### config.mk
export PLATFORM = sky130hd
export DESIGN_NAME = flood_open_ctrl
export DESIGN_NICKNAME = d
export VERILOG_FILES = /design/src/rtl/flood_open_ctrl.sv
export SDC_FILE = /design/constraint.sdc
export NUM_CORES = 2
export LEC_CHECK = 0
export ABC_AREA = 1
export BUFFER_PORTS_ARGS = -buffer_cell sky130_fd_sc_hd__buf_4
export CAP_MARGIN = 15
export CELL_PAD_IN_SITES_DETAIL_PLACEMENT = 0
export CELL_PAD_IN_SITES_GLOBAL_PLACEMENT = 2
export CORE_ASPECT_RATIO = 0.75
export CORE_UTILIZATION = 40
export DETAILED_ROUTE_END_ITERATION = 7
export GPL_ROUTABILITY_DRIVEN = 0
export PLACE_DENSITY_LB_ADDON = 0.1
export SYNTH_ARGS = -nofsm -noshare
export SYNTH_HDL_FRONTEND = slang
export SYNTH_SLANG_ARGS = --single-unit
### constraint.sdc
create_clock -name clk -period 10.7 [get_ports clk]
set_input_delay 1.07 -clock clk [delete_from_list [all_inputs] [get_ports clk]]
set_output_delay 1.07 -clock clk [all_outputs]
set_load 0.05 [all_outputs]
### src/rtl/flood_open_ctrl.sv
// Flood-open sequencer between player requests and the board cover store.
// Opens or flags one cell, flood-filling zero-count regions via a LIFO.
module flood_open_ctrl #(
    parameter int x_size       = 16,
    parameter int y_size       = 16,
    parameter int x_coord_bits = 4,
    parameter int y_coord_bits = 4,
    parameter int cnt_bits     = 9
) (
    input  logic                    clk,
    input  logic                    reset_n,
    input  logic                    req_valid,
    input  logic                    req_open,
    input  logic                    req_flag,
    input  logic [x_coord_bits-1:0] req_x,
    input  logic [y_coord_bits-1:0] req_y,
    input  logic                    cover_init,
    input  logic [1:0]              cell_val,
    input  logic                    is_mine,
    input  logic [3:0]              mine_cnt,
    output logic                    flag,
    output logic                    open,
    output logic [x_coord_bits-1:0] x_coord,
    output logic [y_coord_bits-1:0] y_coord,
    output logic                    busy,
    output logic                    done,
    output logic                    hit_mine,
    output logic [cnt_bits-1:0]     opened_count
);

    localparam int depth = x_size * y_size;
    localparam int pw    = x_coord_bits + y_coord_bits;
    localparam logic [x_coord_bits-1:0] x_max = x_coord_bits'(x_size - 1);
    localparam logic [y_coord_bits-1:0] y_max = y_coord_bits'(y_size - 1);

    typedef enum logic [2:0] {
        IDLE, FLAG, PROBE, NEXT, SCAN, DONE
    } state_t;

    state_t state;

    logic [x_coord_bits-1:0] lx, cx, x_hold, nx;
    logic [y_coord_bits-1:0] ly, cy, y_hold, ny;
    logic [2:0]              nidx;
    logic [cnt_bits-1:0]     sp;
    logic [pw-1:0]           stk [depth];
    logic [pw-1:0]           wr_idx, rd_idx;

    logic dxm, dxp, dym, dyp;
    logic inb, probing, push, kill, accept;

    always_comb begin
        dxm = (nidx == 3'd0) || (nidx == 3'd3) || (nidx == 3'd5);
        dxp = (nidx == 3'd2) || (nidx == 3'd4) || (nidx == 3'd7);
        dym = (nidx <= 3'd2);
        dyp = (nidx >= 3'd5);
        inb = !(dxm && cx == '0) && !(dxp && cx == x_max) &&
              !(dym && cy == '0) && !(dyp && cy == y_max);
        nx  = cx + x_coord_bits'(dxp) - x_coord_bits'(dxm);
        ny  = cy + y_coord_bits'(dyp) - y_coord_bits'(dym);
    end

    // Coordinates are driven only while a real cell is addressed.
    always_comb begin
        x_coord = x_hold;
        y_coord = y_hold;
        probing = 1'b0;
        unique case (1'b1)
            state == FLAG: begin
                x_coord = lx;
                y_coord = ly;
            end
            state == PROBE: begin
                x_coord = lx;
                y_coord = ly;
                probing = 1'b1;
            end
            state == SCAN && inb: begin
                x_coord = nx;
                y_coord = ny;
                probing = 1'b1;
            end
            default: ;
        endcase
    end

    assign flag   = (state == FLAG);
    assign open   = probing && (cell_val == 2'b00);
    assign kill   = open && is_mine;
    assign push   = open && !is_mine && (mine_cnt == 4'd0);
    assign busy   = (state != IDLE);
    assign done   = (state == DONE);
    assign accept = req_valid && !cover_init && (req_open ^ req_flag);
    assign wr_idx = pw'(sp);
    assign rd_idx = pw'(sp - 1'b1);

    always_ff @(posedge clk) begin
        if (push)
            stk[wr_idx] <= {y_coord, x_coord};
    end

    always_ff @(posedge clk or negedge reset_n) begin
        if (!reset_n) begin
            state        <= IDLE;
            lx           <= '0;
            ly           <= '0;
            cx           <= '0;
            cy           <= '0;
            x_hold       <= '0;
            y_hold       <= '0;
            nidx         <= '0;
            sp           <= '0;
            hit_mine     <= 1'b0;
            opened_count <= '0;
        end else begin
            x_hold <= x_coord;
            y_hold <= y_coord;
            if (open)
                opened_count <= opened_count + 1'b1;
            unique case (state)
                IDLE: begin
                    if (accept) begin
                        lx       <= req_x;
                        ly       <= req_y;
                        hit_mine <= 1'b0;
                        sp       <= '0;
                        state    <= req_flag ? FLAG : PROBE;
                    end
                end
                FLAG: state <= DONE;
                PROBE, SCAN: begin
                    // A mine aborts the fill; NEXT then sees an empty stack.
                    if (kill) begin
                        hit_mine <= 1'b1;
                        sp       <= '0;
                        state    <= NEXT;
                    end else begin
                        if (push)
                            sp <= sp + 1'b1;
                        if (state == PROBE || nidx == 3'd7)
                            state <= NEXT;
                        else
                            nidx <= nidx + 1'b1;
                    end
                end
                NEXT: begin
                    if (sp == '0) begin
                        state <= DONE;
                    end else begin
                        sp       <= sp - 1'b1;
                        {cy, cx} <= stk[rd_idx];
                        nidx     <= '0;
                        state    <= SCAN;
                    end
                end
                DONE: state <= IDLE;
                default: state <= IDLE;
            endcase
        end
    end

endmodule
# --- Word level (Yosys, flattened, before mapping) ---
# Memories as Yosys holds them, arrays and structs flattened. A register that Yosys moved wholly into a read port is not among the register bits.
# Index checks and enable logic that the tools add are counted.
totals:
  regBits: 41
  memories: 1
  elab_cells: 110
  in_bits: 21
  ram_bits: 2048
  latch_bits: 0
  output_inout_bits: 22
  rom_bits: 0
mem_list:
  columns: ["name", "words", "word_bits", "rd", "rd_clocked_by_memory_dff", "write_ports", "line_no", "rtl"]
  rows:
  - ["stk", 256, 8, 1, 1, 1, "46", "logic [pw-1:0] stk [depth];"]
classes:
  n_lt_le_gt_ge: 2
  n_eq_ne: 19
  muxes: 23
  add_sub_neg: 8
  n_reduce_logical: 46
  n_div: 0
  multipliers: 0
  n_bitwise: 2
  shift: 0
ops:
  columns: ["operator", "count"]
  rows:
  - ["$mux 9", 4]
  - ["$pmux 9 s3", 1]
  - ["$add 9x1->9 const B", 2]
  - ["$mux 3", 6]
  - ["$pmux 4 s2", 2]
  - ["$eq 3x3->1 const B", 5]
  - ["$logic_and 1x1->1", 14]
  - ["$eq 3x2->1 const B", 4]
  - ["$logic_not 4->1", 3]
  - ["$pmux 3 s4", 1]
  - ["$ne 2x2->1 const B", 5]
  - ["$logic_not 9->1", 1]
  - ["$sub 9x1->9 const B", 1]
  - ["$add 4x1->4", 2]
  - ["$eq 4x4->1 const B", 2]
  - ["$reduce_and 4->1", 2]
  - ["$sub 4x1->4", 2]
  - ["$logic_not 1->1", 7]
  - ["$logic_not 3->1", 2]
  - ["$mux 1", 6]
  - ["$ne 3x3->1 const B", 2]
  - ["$pmux 3 s2", 1]
  - ["$reduce_and 2->1", 3]
  - ["$reduce_bool 3->1", 2]
  - ["other kinds (13)", 20]

# --- Longest topological paths before layout ---
logic_depth:
  depth_word: 17
  mapped_depth: 19

# --- Worst setup path before layout ---
# Ideal clock, no wire load.
synth_path:
  path_type: "reg2reg"
  from: "register nidx[0]"
  to: "memory stk[0][2] in the netlist's numbering, data pin"
  synth_period_minus_slack_ns: 11.025
  slack_ns: -0.325
  t_arrival_ns: 9.353
  required_time_ns: 9.028
  stages_incl_launch_ff: 11
  path_cell_list: "dfrtp_1 > ha_1 > ha_1 > a21oi_2 > nand2_1 > ha_1 > inv_1 > ha_1 > fa_1 > xnor2_1 > o211ai_1"
synth_via:
  elab_chain_len: 10
  word_cells_on_any_way: 27
  cone_classes: "add/sub (2); order compare (2); eq/ne (5); mux (1); reduce/logical (17)"
synth_lines:
  columns: ["element", "line_no", "rtl"]
  rows:
  - ["start: declaration", "44", "logic [2:0] nidx;"]
  - ["start signal: assignment", "143", "nidx <= nidx + 1'b1;"]
  - ["parallel branches: the longest is 9 deep, another holds $add 4x1->4", null, null]
  - ["$pmux 4 s2 *", "68", "unique case (1'b1)"]
  - ["net x_coord[2]", "23", "output logic [x_coord_bits-1:0] x_coord,"]
  - ["end: declaration", "46", null]
# Mark *: on every way through the listed nets, which the timed path passes.

# --- Worst setup path after layout ---
layout_path:
  from: "register sp[0]"
  to: "register cx[1]"
layout_via:
  elab_chain_len: 3
  word_cells_on_any_way: 4
  cone_classes: "add/sub (1); bitwise (1); reduce/logical (2)"
layout_lines:
  columns: ["element", "line_no", "rtl"]
  rows:
  - ["start: declaration", "45", "logic [cnt_bits-1:0] sp;"]
  - ["start signal: assignment", "139", "sp <= sp + 1'b1;"]
  - ["start signal: assignment", "150", "sp <= sp - 1'b1;"]
  - ["parallel branches: the longest is 3 deep, another holds $sub 9x1->9", null, null]
  - ["end signal: assignment", "151", "{cy, cx} <= stk[rd_idx];"]
  - ["end: declaration", "42", "logic [x_coord_bits-1:0] lx, cx, x_hold, nx;"]
# Several ways; the timed one is not identified.
# A chain may end at the register's enable or synchronous reset.

==> results.ini <==
[outcome]
outcome = completed

[worst_setup_path]
critical_path_peak_fanout = 104
endpoint_kind = register
critPathLaunchType = register
cp_num_buf_inv = 4
path_cells = inv_8 -> buf_4 -> buf_4 -> buf_4 -> nand2_1 -> nand3_1 -> nand3_1 -> nand3_1 -> nand3_1 -> nand3_1 -> nand3_1 -> nand3_1 -> nand3_1 -> nand2_1
worst_ep_required_time_ns = 11.48
r2r_end = cx[1]$_DFFE_PN0P_
rr_worst_depth = 14
arrival_ns = 6.19
crit_type = reg -> reg
startpoint = sp[0]$_DFFE_PN0P_
max_stage_delay_ns = 0.81
cp_slowest_cell = buf_4
reg2reg_slack_ns = 5.30
worst_path_dominant_cell_family = buffers and inverters
reg2reg_from = sp[0]$_DFFE_PN0P_
cpMostUsedCell = nand3_1

[route]
dr.pass1.iters = 5
drt_iter0_drc = 5472
post-route-drc-count = 0
wl_met3_um = 18200
ant_nets = 0
viasPerCell = 5.49
top_layer = met5
dr_wl_met2_um = 113000
wire_per_inst_um = 26.1
routed_wl_um = 266000
vias = 55900
wirelength_met1_um = 130000

[floorplanning]
pin_count = 43
die_area_um2 = 216000
rows = 146
fp.dieW_um = 536
core_area_um2 = 212000
initial_core_util = 0.404
dieHeight_um = 403

[sta]
finalWorstSetupSlack_ns = 5.30
final-setup-viol-count = 0
finalClockSkew_ns = 0.0703
fmax_mhz = 185
tightestPinTransition_ns = 1.24
slew_viol_final = 0
finalCriticalPeriod_ns = 5.40
fin_crit_sh = 0.505
slew-limit-headroom = 0.173
rsz0062_at_grt = no
final_hold_viol_count = 0
fin_tns_setup_ns = 0
hold_slack_ns = 0.273

[clocking]
cts_setup_buffers = 0
insertion_delay_ns = 0.87
cts_tree = done
cts_buffers = 219
hold_buffers = 0
cts-root-buf = clkbuf_16
cts-resized-gates = 0
cts.clk_slew.worst_paths_ns = 0.06
clkSinkCount = 2097
htreeDepth = 4
cts_buffer_depth = 4

[yosys]
syn_avg_cell_area_um2 = 11.7
synth_area_um2 = 85600
ys_seq_area_frac = 0.732
synth_cell_types = 38
ys_seq_elements = 2097
syn_nets = 7369
synthCells = 7323
synth_warnings = 0

[layout]
mostFrequentLayoutCell = nand2_1
nets = 7245
design_area_um2 = 95400
stdcell_count = 10200
drive_gt1_frac = 0.0682
finish.utilization = 0.450
area_delta_synth_final_pct = 11.4
layout_common_cells = nand2_1, nand3_1, edfxtp_1
nFillCells = 19400

[power]
p_per_area_nw_per_um2 = 356
ir_drop_mv = 0.402
p_leak_nw = 33.1
total_power_mw = 34.0

[place]
placed_area_um2 = 88700
port-buffer-count = 42
dp.cells = 9789
hpwl_um = 145000
pre_cts_ws_ns = 5.40

[global_route]
grt_max_degree = 177
antenna_found_initial = 9
grt_pass1_vias = 52900
grt_pass1_wl_um = 386000
grt_overflow_total = 0
track_usage = 0.245

[worst_hold_path]
hold_class = in -> async

[job]
cap_violations = 0

[synthesized netlist by cell type (all sizes together)]
cell	n	area, um^2
edfxtp	2048	61500
nor3	13	91.3
or2	2	12.5
clkbuf	346	1300
xor2	14	123
fa	2	40.0
o211ai	6	45.0
a211oi	1	7.51
nor2	279	1070
nand2	2225	8390
buf	139	657
nor3b	2	15.0
a21oi	9	60.1
nor4	5	31.3
o31ai	1	7.51
dfrtp	49	1230
o21ai	20	100
ha	23	288
clkinv	1	3.75
xnor2	5	43.8
inv	61	229
nand4	1	6.26
nand3	2071	10400
[per-layer routing]
layer	vias up	global-route usage
li1	25700	-
met4	2	0.0492
met3	317	0.0462
met1	28200	0.386
met5	-	0
met2	1649	0.348
[worst max-delay path by stage]
stage / cells past startpoint / end / slack (ns)
after floorplan: 10 / stk[0][2]$_DFFE_PP_ / -0.19
after CTS: 12 / y_coord[2] / 5.37
final: 14 / cx[1]$_DFFE_PN0P_ / 5.30
after global placement: 14 / cx[2]$_DFFE_PN0P_ / 5.41
after detailed placement: 14 / cx[2]$_DFFE_PN0P_ / 5.40
after global routing: 14 / cx[2]$_DFFE_PN0P_ / 5.04
[registers in the layout (all words and copies together) (netlist names)]
name          flops
ly                4
x_hold            4
cx                4
stk            2048
hit_mine          1
state             3
sp                9
y_hold            4
cy                4
nidx              3
lx                4
opened_count      9
[cell type report]
cell class	instances	area, um^2	area share
clock buffer	304	5970	0.0626
multi-input combinational	4679	20900	0.219
clock inverter	92	728	0.00763
timing repair buffer	140	1250	0.0131
inverter	62	248	0.00260
tap	2812	3520	0.0369
sequential	2097	62700	0.658
antenna	4	10.0	0.000105
[report_power, final]
group | total [mW] | switching (mW) | internal [mW]
Combinational | 14.8 | 11.9 | 2.91
Clock | 7.34 | 3.20 | 4.14
Sequential | 11.8 | 0.151 | 11.7
[cell families after synthesis]
family / Yosys count / share of synthesized area
AND/OR/NAND/NOR: 4598 / 0.234
flip-flops: 2097 / 0.732
buffers and inverters: 547 / 0.0256
AO/OA/AOI/OAI: 37 / 0.00257
adder cells (fa/ha/maj): 25 / 0.00383
XOR/XNOR: 19 / 0.00194
Power figures use the tool's default switching activity.
